===== config.mk =====
export PLATFORM = sky130hd
export DESIGN_NAME = sha256_w_mem_stage_23_2_hs
export DESIGN_NICKNAME = d
export VERILOG_FILES = /design/src/rtl/sha256_w_mem_stage_23_2_hs.sv
export SDC_FILE = /design/constraint.sdc
export NUM_CORES = 1
export LEC_CHECK = 0
export BUFFER_PORTS_ARGS = -buffer_cell sky130_fd_sc_hd__buf_2
export CORE_MARGIN = 10
export CORE_UTILIZATION = 45
export DETAILED_ROUTE_END_ITERATION = 12
export PLACE_DENSITY_LB_ADDON = 0.2
export SYNTH_ARGS = -nofsm -noshare
export SYNTH_HDL_FRONTEND = slang
export SYNTH_SLANG_ARGS = --single-unit

===== constraint.sdc =====
create_clock -name CLK -period 2.5 [get_ports CLK]
set_input_delay 0.5 -clock CLK [delete_from_list [all_inputs] [get_ports CLK]]
set_output_delay 0.5 -clock CLK [all_outputs]
set_load 0.02 [all_outputs]

===== src/rtl/sha256_w_mem_stage_23_2_hs.sv =====
// sha256_w_mem_stage_23_2_hs: second-block W expander stage, appends one schedule word to a
// seven-word window and forwards it through a two-entry skid buffer with valid/ready handshake.
module sha256_w_mem_stage_23_2_hs #(
    parameter logic [31:0] K_ADD = 32'h00000000
) (
    input  logic         CLK,
    input  logic         RST,
    input  logic         flush,
    input  logic         in_valid,
    output logic         in_ready,
    input  logic [223:0] block_in,
    output logic         out_valid,
    input  logic         out_ready,
    output logic [255:0] block_out,
    output logic [1:0]   occupancy
);
    typedef enum logic [1:0] {EMPTY, ONE, FULL} state_t;

    state_t       state;
    logic [255:0] m, s, window;
    logic [31:0]  x0, x1, x6, sig0, sig1;
    logic         accept, emit;

    assign x0     = block_in[223:192];
    assign x1     = block_in[191:160];
    assign x6     = block_in[31:0];
    assign sig0   = {x1[6:0], x1[31:7]} ^ {x1[17:0], x1[31:18]} ^ (x1 >> 3);
    assign sig1   = {x6[16:0], x6[31:17]} ^ {x6[18:0], x6[31:19]} ^ (x6 >> 10);
    assign window = {block_in, sig1 + sig0 + x0 + K_ADD};

    assign accept    = in_valid & in_ready;
    assign emit      = out_valid & out_ready;
    assign block_out = m;

    // valid_M is tracked by out_valid, valid_S by ~in_ready; both are registered with the state
    always_ff @(posedge CLK or negedge RST) begin
        if (!RST) begin
            state     <= EMPTY;
            m         <= '0;
            s         <= '0;
            out_valid <= 1'b0;
            in_ready  <= 1'b1;
            occupancy <= 2'd0;
        end else if (flush) begin
            state     <= EMPTY;
            out_valid <= 1'b0;
            in_ready  <= 1'b1;
            occupancy <= 2'd0;
        end else begin
            case (state)
                EMPTY: if (accept) begin
                    m         <= window;
                    state     <= ONE;
                    out_valid <= 1'b1;
                    occupancy <= 2'd1;
                end
                ONE: if (accept && emit) begin
                    m <= window;
                end else if (accept) begin
                    s         <= window;
                    state     <= FULL;
                    in_ready  <= 1'b0;
                    occupancy <= 2'd2;
                end else if (emit) begin
                    state     <= EMPTY;
                    out_valid <= 1'b0;
                    occupancy <= 2'd0;
                end
                FULL: if (emit) begin
                    m         <= s;
                    state     <= ONE;
                    in_ready  <= 1'b1;
                    occupancy <= 2'd1;
                end
                default: begin
                    state     <= EMPTY;
                    out_valid <= 1'b0;
                    in_ready  <= 1'b1;
                    occupancy <= 2'd0;
                end
            endcase
        end
    end
endmodule


==> PnR_summary.wiki, run 1 <==
{| class="wikitable"
! Metric !! Value
|-
| List of cells traversed by the critical path || buf_12 -> xor2_4 -> xnor2_2 -> fa_1 -> inv_1 -> ha_2 -> fa_2 -> a21oi_2 -> nand4b_1 -> a21oi_1 -> o31a_1 -> a21o_4 -> a311oi_2 -> xor2_1 -> o22ai_1
|-
| GRT Resource Usage Total || 0.238
|-
| Number of setup violations in the final report || 49
|-
| Transition time of the tightest slew-check pin || 0.553 ns
|-
| Period Utilization, post-route || 1.23
|-
| Pwr per Cell Area || 1200 mW/mm^2
|-
| Number of standard-cell rows in the floorplan || 85
|-
| Layout cell share with drive strength beyond 1 || 0.373
|-
| Initial DRT Pass Iterations || 8
|-
| Crit end category || register
|-
| Most used DFF post-synth || dfrtp_1
|-
| DR DRC count || 0
|-
| Post-synth EDFFs || 0
|-
| Clock sink total || 516
|-
| Clock-pin slew reported for the worst setup and hold paths after clock tree synthesis || 0.06 ns
|-
| Starting Density || 0.455
|-
| Reg2reg path depth || 10
|-
| Post-Route WL || 78500 um
|-
| Wire per inst || 20.4 um
|-
| Sequential fraction of the synthesis area || 0.527
|-
| Worst Hold Path Cells || 2
|-
| Avg Inst Size Synth || 9.92 sq um
|-
| Number of nets produced by synthesis || 2758
|-
| Count of buffer and inverter cells on the critical path || 2
|-
| Hold Crit Class || primary input to register
|-
| Startpoint of the most critical register-to-register path || in_ready
|-
| Flops & latches, synth || 516
|-
| Count of pins over their slew limit || 0
|-
| Standard cell core area || 0.0538 sq mm
|-
| Status || complete, but fails checks
|-
| Pre-CTS setup slack || -1.31 ns
|-
| Endpoint arrival time on the critical path || 3.55 ns
|-
| Input/output buffers || 488
|-
| Final critical delay including setup and external delays || 3.07 ns
|-
| Number of routed nets with antenna violations || 0
|-
| Die Ht || 253 um
|-
| Fin nets || 3403
|-
| Number of standard cells in the layout, taps in and fillers out || 3855
|-
| Peak Freq || 0.326 GHz
|-
| Aggregate global routing overflow || 0
|-
| Routed vias || 20400
|-
| Max stage delay cell, worst path || fa_1
|-
| Synthesis warning total || 0
|-
| Endpoint, Worst Hold || s[83]
|-
| Longest individual stage delay on the worst path || 0.50 ns
|-
| Maximum root-to-sink buffer count || 3
|-
| Most numerous cell in the Yosys netlist || nand2_1
|-
| Pin count of the biggest net entering global routing || 107
|-
| GP Congestion || 0.909
|-
| Vias in the first global route || 20800
|-
| Cell type with the largest total area after synthesis || dfrtp_1
|-
| DRC marker count from the first detailed-route iteration || 1401
|-
| Leading cell types by count after synthesis || nand2_1 (555), dfrtp_1 (515), nor2_1 (274)
|-
| Endpoint of the most critical register-to-register path || block_out[147]
|-
| Synthesized cell area || 0.0245 sq mm
|-
| Number of levels the H-tree was split into || 2
|-
| Peak ir drop on the vdd network || 0.000653 V
|-
| Number of hold violations in the final report || 0
|-
| Clock tree from TritonCTS || yes
|-
| Kind of start point of the critical path || primary input
|-
| Hold Worst Slack || 0.130 ns
|-
| Clock insertion delay at the later pin of the skew report || 0.62 ns
|-
| Global-route wire length before repair || 120000 um
|-
| Library cells used by synthesis || 47
|-
| Unrepaired setup endpoints after global routing || yes
|-
| Root buffer selected by CTS || clkbuf_16
|-
| Post-layout total power || 38.9 mW
|-
| Beginning of the worst hold path || block_in[51]
|-
| Die ar. || 0.0641 sq mm
|-
| Failing checks || setup timing
|-
| Minimum setup slack in the final design || -0.569 ns
|-
| Number of placed cells counting well taps || 3737
|-
| Initial antenna violation count || 10
|-
| Worst EP required || 2.98 ns
|-
| TritonCTS buffer count || 55
|-
| Maximum clock skew at final layout || 0.0212 ns
|-
| Top fanout value on the critical path || 3
|-
| Slew HR || 0.628
|-
| R2R Setup Slk || 0.25 ns
|-
| Boundary pin count || 489
|-
| Crit path max-delay family || compound AO/OA/AOI/OAI gates
|-
| Async S/R FF share, synth || 1.00
|-
| Post-detailed-route via-to-cell ratio || 5.29
|-
| Worst setup path category || primary input to register
|-
| Fraction of post-synthesis cell area in the top cell type by area || 0.526
|-
| DIE WIDTH || 253 um
|-
| Lkg Pwr || 15.1 nW
|-
| Syn Inst Count || 2467
|-
| HPWL after DPL || 58600 um
|-
| Leading cell types by total area after synthesis || dfrtp_1 (53%), mux2_2 (9.8%), nand2_1 (8.5%)
|-
| Area overhead of the layout relative to synthesis || 32.0%
|-
| Max-cap violations || 0
|}
==> worst max-delay path by stage <==
stage | start | end | slack, ns | cells after the start
2_1_floorplan | block_in[11] | block_out[29] | -0.82 | 14
3_3_place_gp | block_in[168] | block_out[29] | -1.27 | 16
3_5_place_dp | block_in[168] | block_out[29] | -1.31 | 16
4_1_cts | block_in[11] | block_out[29] | -0.56 | 15
5_1_grt | block_in[11] | block_out[29] | -0.65 | 15
6_report | block_in[11] | block_out[29] | -0.57 | 15
==> registers in the layout, indices dropped and copies added (netlist names) <==
register / count
in_ready: 1
out_valid: 1
s: 256
state: 2
block_out: 256
==> per-layer routing <==
layer  track usage  part of all wire  vias up
li1              -                 -     9556
met1         0.302              0.41    10100
met2         0.402              0.50      567
met3        0.0428             0.055      148
met4        0.0871             0.033        4
met5             0           0.00032        -
==> final cells by class <==
class | count | area [sq um]
Fill cell | 4618 | 21500
Sequential cell | 516 | 12900
Multi-Input combinational cell | 1708 | 11600
Timing Repair Buffer | 745 | 4860
Clock buffer | 79 | 1570
Tap cell | 696 | 871
Inverter | 86 | 323
Clock inverter | 17 | 178
Antenna cell | 8 | 20.0
==> cells in the final DEF (no fill, tap or decap), types with 21 or more instances in the layout <==
| cell | netlist | final |
|---|---|---|
| nand2_1 | 555 | 550 |
| dfrtp_1 | 515 | 515 |
| buf_2 | 48 | 475 |
| nor2_1 | 274 | 264 |
| a31oi_1 | 237 | 237 |
| buf_4 | 0 | 220 |
| mux2_2 | 214 | 212 |
| inv_1 | 86 | 81 |
| xnor2_1 | 87 | 60 |
| clkbuf_16 | 0 | 55 |
| xor2_1 | 59 | 43 |
| o21ai_0 | 66 | 41 |
| a21oi_1 | 61 | 38 |
| fa_1 | 32 | 31 |
| buf_12 | 0 | 30 |
| xnor2_2 | 0 | 22 |
| o21ai_1 | 3 | 21 |
==> per-stage QoR <==
stage          TNS, ns  utilization  instance area, sq um
2_1_floorplan   -25.78            -                 24600
4_1_cts         -16.68        0.587                 31600
5_1_grt         -20.87        0.601                 32300
6_report        -16.94        0.601                 32300
3_3_place_gp    -56.88        0.547                 29400
3_5_place_dp    -58.68        0.547                 29400
==> where the power goes <==
group	total, mW	switching (mW)	internal (mW)	leakage, nW
logic	16.5	9.28	7.26	8.25
clock network	8.03	3.39	4.64	0.862
registers	14.3	2.11	12.2	5.99
==> worst register-to-register path, delay by kind of cell, from the launching register on <==
kind            cells  cell delay (ns)
flops               1             0.56
simple gates        5             0.75
compound gates      3             0.34
buf+inv             2             0.51
==> timing repair <==
item / 4_1_cts / 5_1_grt
setup buffers: 7 / 14
cloned: 0 / 0
hold buffers: 1 / 0
pin swaps: 40 / 55
resized for setup: 78 / 123
endpoints found under the hold margin: 31 / 0
setup endpoints to repair: 49 / 75
==> cell families after synthesis <==
logic type | after synthesis | synth area share
buffers and inverters | 243 | 0.0397
muxes | 214 | 0.0984
AOI/OAI and AO/OA | 417 | 0.104
xor gates and xnor gates | 146 | 0.0522
DFF | 516 | 0.527
and+or+nand+nor | 869 | 0.137
adders and majority gates | 62 | 0.0415
No activity file was read; power rests on OpenSTA's default activity.
==> inputs of run 2 (changes only) <==
==> constraint.sdc (replaced) <==
create_clock -name CLK -period 2.5 [get_ports CLK]
set_input_delay 0.25 -clock CLK [delete_from_list [all_inputs] [get_ports CLK]]
set_output_delay 0.25 -clock CLK [all_outputs]
set_load 0.1 [all_outputs]
==> PnR_summary.wiki, run 2 (same netlist as run 1, synthesis figures left out) <==
{| class="wikitable"
! Metric !! Value
|-
| GP Congestion || 0.892 (was 0.909)
|-
| Global-route wire length before repair || 126000 um (was 120000 um)
|-
| Initial DRT Pass Iterations || 8 (unchanged)
|-
| Start point of the critical path || block_in[168] (was block_in[11])
|-
| Destination of the critical timing path || s[5] (was block_out[29])
|-
| Period Utilization, post-route || 1.14 (was 1.23)
|-
| Hold Crit Class || primary input to register (unchanged)
|-
| Clock insertion delay at the later pin of the skew report || 0.60 ns (was 0.62 ns)
|-
| Final critical delay including setup and external delays || 2.84 ns (was 3.07 ns)
|-
| Maximum clock skew at final layout || 0.0111 ns (was 0.0212 ns)
|-
| Aggregate global routing overflow || 0 (unchanged)
|-
| Failing checks || setup timing (unchanged)
|-
| Transition time of the tightest slew-check pin || 0.715 ns (was 0.553 ns)
|-
| Die ar. || 0.0641 sq mm (unchanged)
|-
| DRC marker count from the first detailed-route iteration || 1535 (was 1401)
|-
| Unrepaired setup endpoints after global routing || yes (unchanged)
|-
| Layout cell share with drive strength beyond 1 || 0.359 (was 0.373)
|-
| Endpoint arrival time on the critical path || 3.32 ns (was 3.55 ns)
|-
| Setup_tns || -7.48 ns (was -16.94 ns)
|-
| Maximum root-to-sink buffer count || 3 (unchanged)
|-
| Pin count of the biggest net entering global routing || 109 (was 107)
|-
| HPWL after DPL || 57500 um (was 58600 um)
|-
| Dpl cell area || 0.0294 sq mm (about the same)
|-
| Die Ht || 253 um (unchanged)
|-
| Layout Cell Area excl Fill || 0.0345 sq mm (was 0.0323 sq mm)
|-
| Most frequent cells in the layout || nand2_1 (552), dfrtp_1 (513), buf_2 (471), nor2_1 (265), a31oi_1 (237) (was nand2_1 (550), dfrtp_1 (515), buf_2 (475), nor2_1 (264), a31oi_1 (237))
|-
| Fillcell total || 4312 (was 4618)
|-
| Worst EP required || 2.98 ns (about the same)
|-
| Root buffer selected by CTS || clkbuf_16 (unchanged)
|-
| Input/output buffers || 488 (unchanged)
|-
| Met2 capacity usage during global routing || 0.407 (was 0.402)
|-
| Post-detailed-route via-to-cell ratio || 5.26 (was 5.29)
|-
| Number of hold violations in the final report || 0 (unchanged)
|-
| Number of routed nets with antenna violations || 0 (unchanged)
|-
| Number of setup violations in the final report || 46 (was 49)
|-
| Slew HR || 0.523 (was 0.628)
|-
| Peak ir drop on the vdd network || 0.00127 V (was 0.000653 V)
|-
| Startpoint of the most critical register-to-register path || state[0] (was in_ready)
|-
| Lkg Pwr || 16.0 nW (was 15.1 nW)
|-
| Global routing's busiest layer || met2 (unchanged)
|-
| R2R Setup Slk || 0.24 ns (was 0.25 ns)
|-
| Wire per inst || 20.3 um (was 20.4 um)
|-
| Crit end category || register (unchanged)
|-
| Max-cap violations || 0 (unchanged)
|-
| DR DRC count || 0 (unchanged)
|-
| Top fanout value on the critical path || 3 (unchanged)
|-
| Kind of start point of the critical path || primary input (unchanged)
|-
| Pwr per Cell Area || 1480 mW/mm^2 (was 1200 mW/mm^2)
|-
| Clock tree from TritonCTS || yes (unchanged)
|-
| Vias in the first global route || 22100 (was 20800)
|-
| Count of pins over their slew limit || 0 (unchanged)
|-
| Status || complete, but fails checks (unchanged)
|-
| GRT Resource Usage Total || 0.249 (was 0.238)
|-
| Fin nets || 3599 (was 3403)
|-
| Endpoint of the most critical register-to-register path || block_out[238] (was block_out[147])
|-
| DIE WIDTH || 253 um (unchanged)
|-
| Post-Route WL || 82300 um (was 78500 um)
|-
| Clock-pin slew reported for the worst setup and hold paths after clock tree synthesis || 0.06 ns (about the same)
|-
| Met1 global-route usage || 0.313 (was 0.302)
|-
| Number of levels the H-tree was split into || 2 (unchanged)
|-
| Minimum setup slack in the final design || -0.340 ns (was -0.569 ns)
|-
| Standard cell core area || 0.0538 sq mm (unchanged)
|-
| Area overhead of the layout relative to synthesis || 41.0% (was 32.0%)
|-
| Routed vias || 21300 (was 20400)
|-
| Clock sink total || 516 (unchanged)
|-
| Worst setup path category || primary input to register (unchanged)
|-
| Initial antenna violation count || 6 (was 10)
|-
| Most common cell after layout, fill and taps aside || nand2_1 (unchanged)
|-
| Starting Density || 0.455 (unchanged)
|-
| Boundary pin count || 489 (unchanged)
|-
| Hold Worst Slack || 0.0171 ns (was 0.130 ns)
|-
| Global Route met3 Usage || 0.0501 (was 0.0428)
|-
| Number of standard-cell rows in the floorplan || 85 (unchanged)
|-
| Reg2reg path depth || 5 (was 10)
|-
| Peak Freq || 0.352 GHz (was 0.326 GHz)
|-
| TritonCTS buffer count || 55 (unchanged)
|}
[run 2: changes by cell type in the layout (fill, tap and decap cells not counted), moves of 4 or more]
| cell | previous run | this run |
|---|---|---|
| dlygate4sd3_1 | 1 | 194 |
| xnor2_2 | 22 | 31 |
| xnor2_1 | 60 | 52 |
| buf_4 | 220 | 227 |
| ha_4 | 13 | 19 |
| o21ai_0 | 41 | 46 |
| a21oi_1 | 38 | 34 |
| buf_12 | 30 | 26 |
| buf_2 | 475 | 471 |
| clkbuf_8 | 10 | 14 |
| ha_1 | 14 | 10 |
[run 2: worst min path at each step]
| stage | from | to | slack [ns] | depth (start not counted) |
|---|---|---|---|---|
| 6_report | block_in[217] | s[249] | 0.02 | 3 |
| 5_1_grt | block_in[210] | s[242] | 0.03 | 3 |
| 4_1_cts | block_in[199] | s[231] | 0.001 | 3 |
| 3_5_place_dp | RST | s[205] | 0.28 | 1 |
| 3_3_place_gp | RST | s[205] | 0.28 | 1 |
| 2_1_floorplan | RST | block_out[0] | -0.05 | 0 |
[run 2: worst max-delay path, stage by stage]
cell and delay [ns]:
buf_12 0.12, xor2_4 0.18, xnor2_2 0.21, fa_1 0.46, inv_2 0.08, ha_4 0.13, fa_2 0.23, a21oi_4 0.06
buf_4 0.13, buf_4 0.12, buf_4 0.12, buf_4 0.12, buf_4 0.13, buf_4 0.14, buf_4 0.13, buf_4 0.13
nor2b_4 0.12, nor2_4 0.05, xnor2_2 0.14, mux2_2 0.26
[run 2: area by class of cell]
type                    instances  area [sq um]  share of cell area
diodes                          6          15.0            0.000435
clock buffers                  83          1660              0.0482
clock inverters                15           184             0.00533
inverters                      86           323             0.00935
multi-input cells            1709         11800               0.341
flip-flops and latches        516         12900               0.374
well taps                     696           871              0.0252
repair buffers                940          6780               0.196
[run 2: report_power, final]
| part | total, mW | leakage [nW] | switching [mW] | internal [mW] |
|---|---|---|---|---|
| combinational | 28.3 | 9.12 | 20.7 | 7.62 |
| clock | 8.35 | 0.910 | 3.38 | 4.97 |
| sequential | 14.3 | 5.99 | 2.12 | 12.2 |
| total | 51.0 | 16.0 | 26.2 | 24.8 |
[run 2: repair_timing]
action	in CTS	in global routing
pin swaps	49	59
buffers inserted	13	11
hold endpoints to repair	387	3
gates cloned	0	1
hold buffers	194	2
setup endpoints to repair	45	53
gates resized for setup	119	109
[run 2: metal layers]
metal / vias up / share of wire / routed length, um
li1: 9944 / - / -
met1: 10500 / 0.41 / 33500
met2: 623 / 0.49 / 40400
met3: 189 / 0.059 / 4890
met4: 2 / 0.043 / 3550
met5: - / 0.00015 / 12
[run 2: stage by stage]
step	power, mW	setup slack [ns]	cells	util
after floorplan	33.9	-0.567	2467	-
after global placement	40.2	-1.03	3734	0.546
after detailed placement	40.7	-1.07	3734	0.546
after CTS	50.1	-0.237	4037	0.629
after global routing	53.4	-0.393	4050	0.641
final	51.0	-0.340	4051	0.641
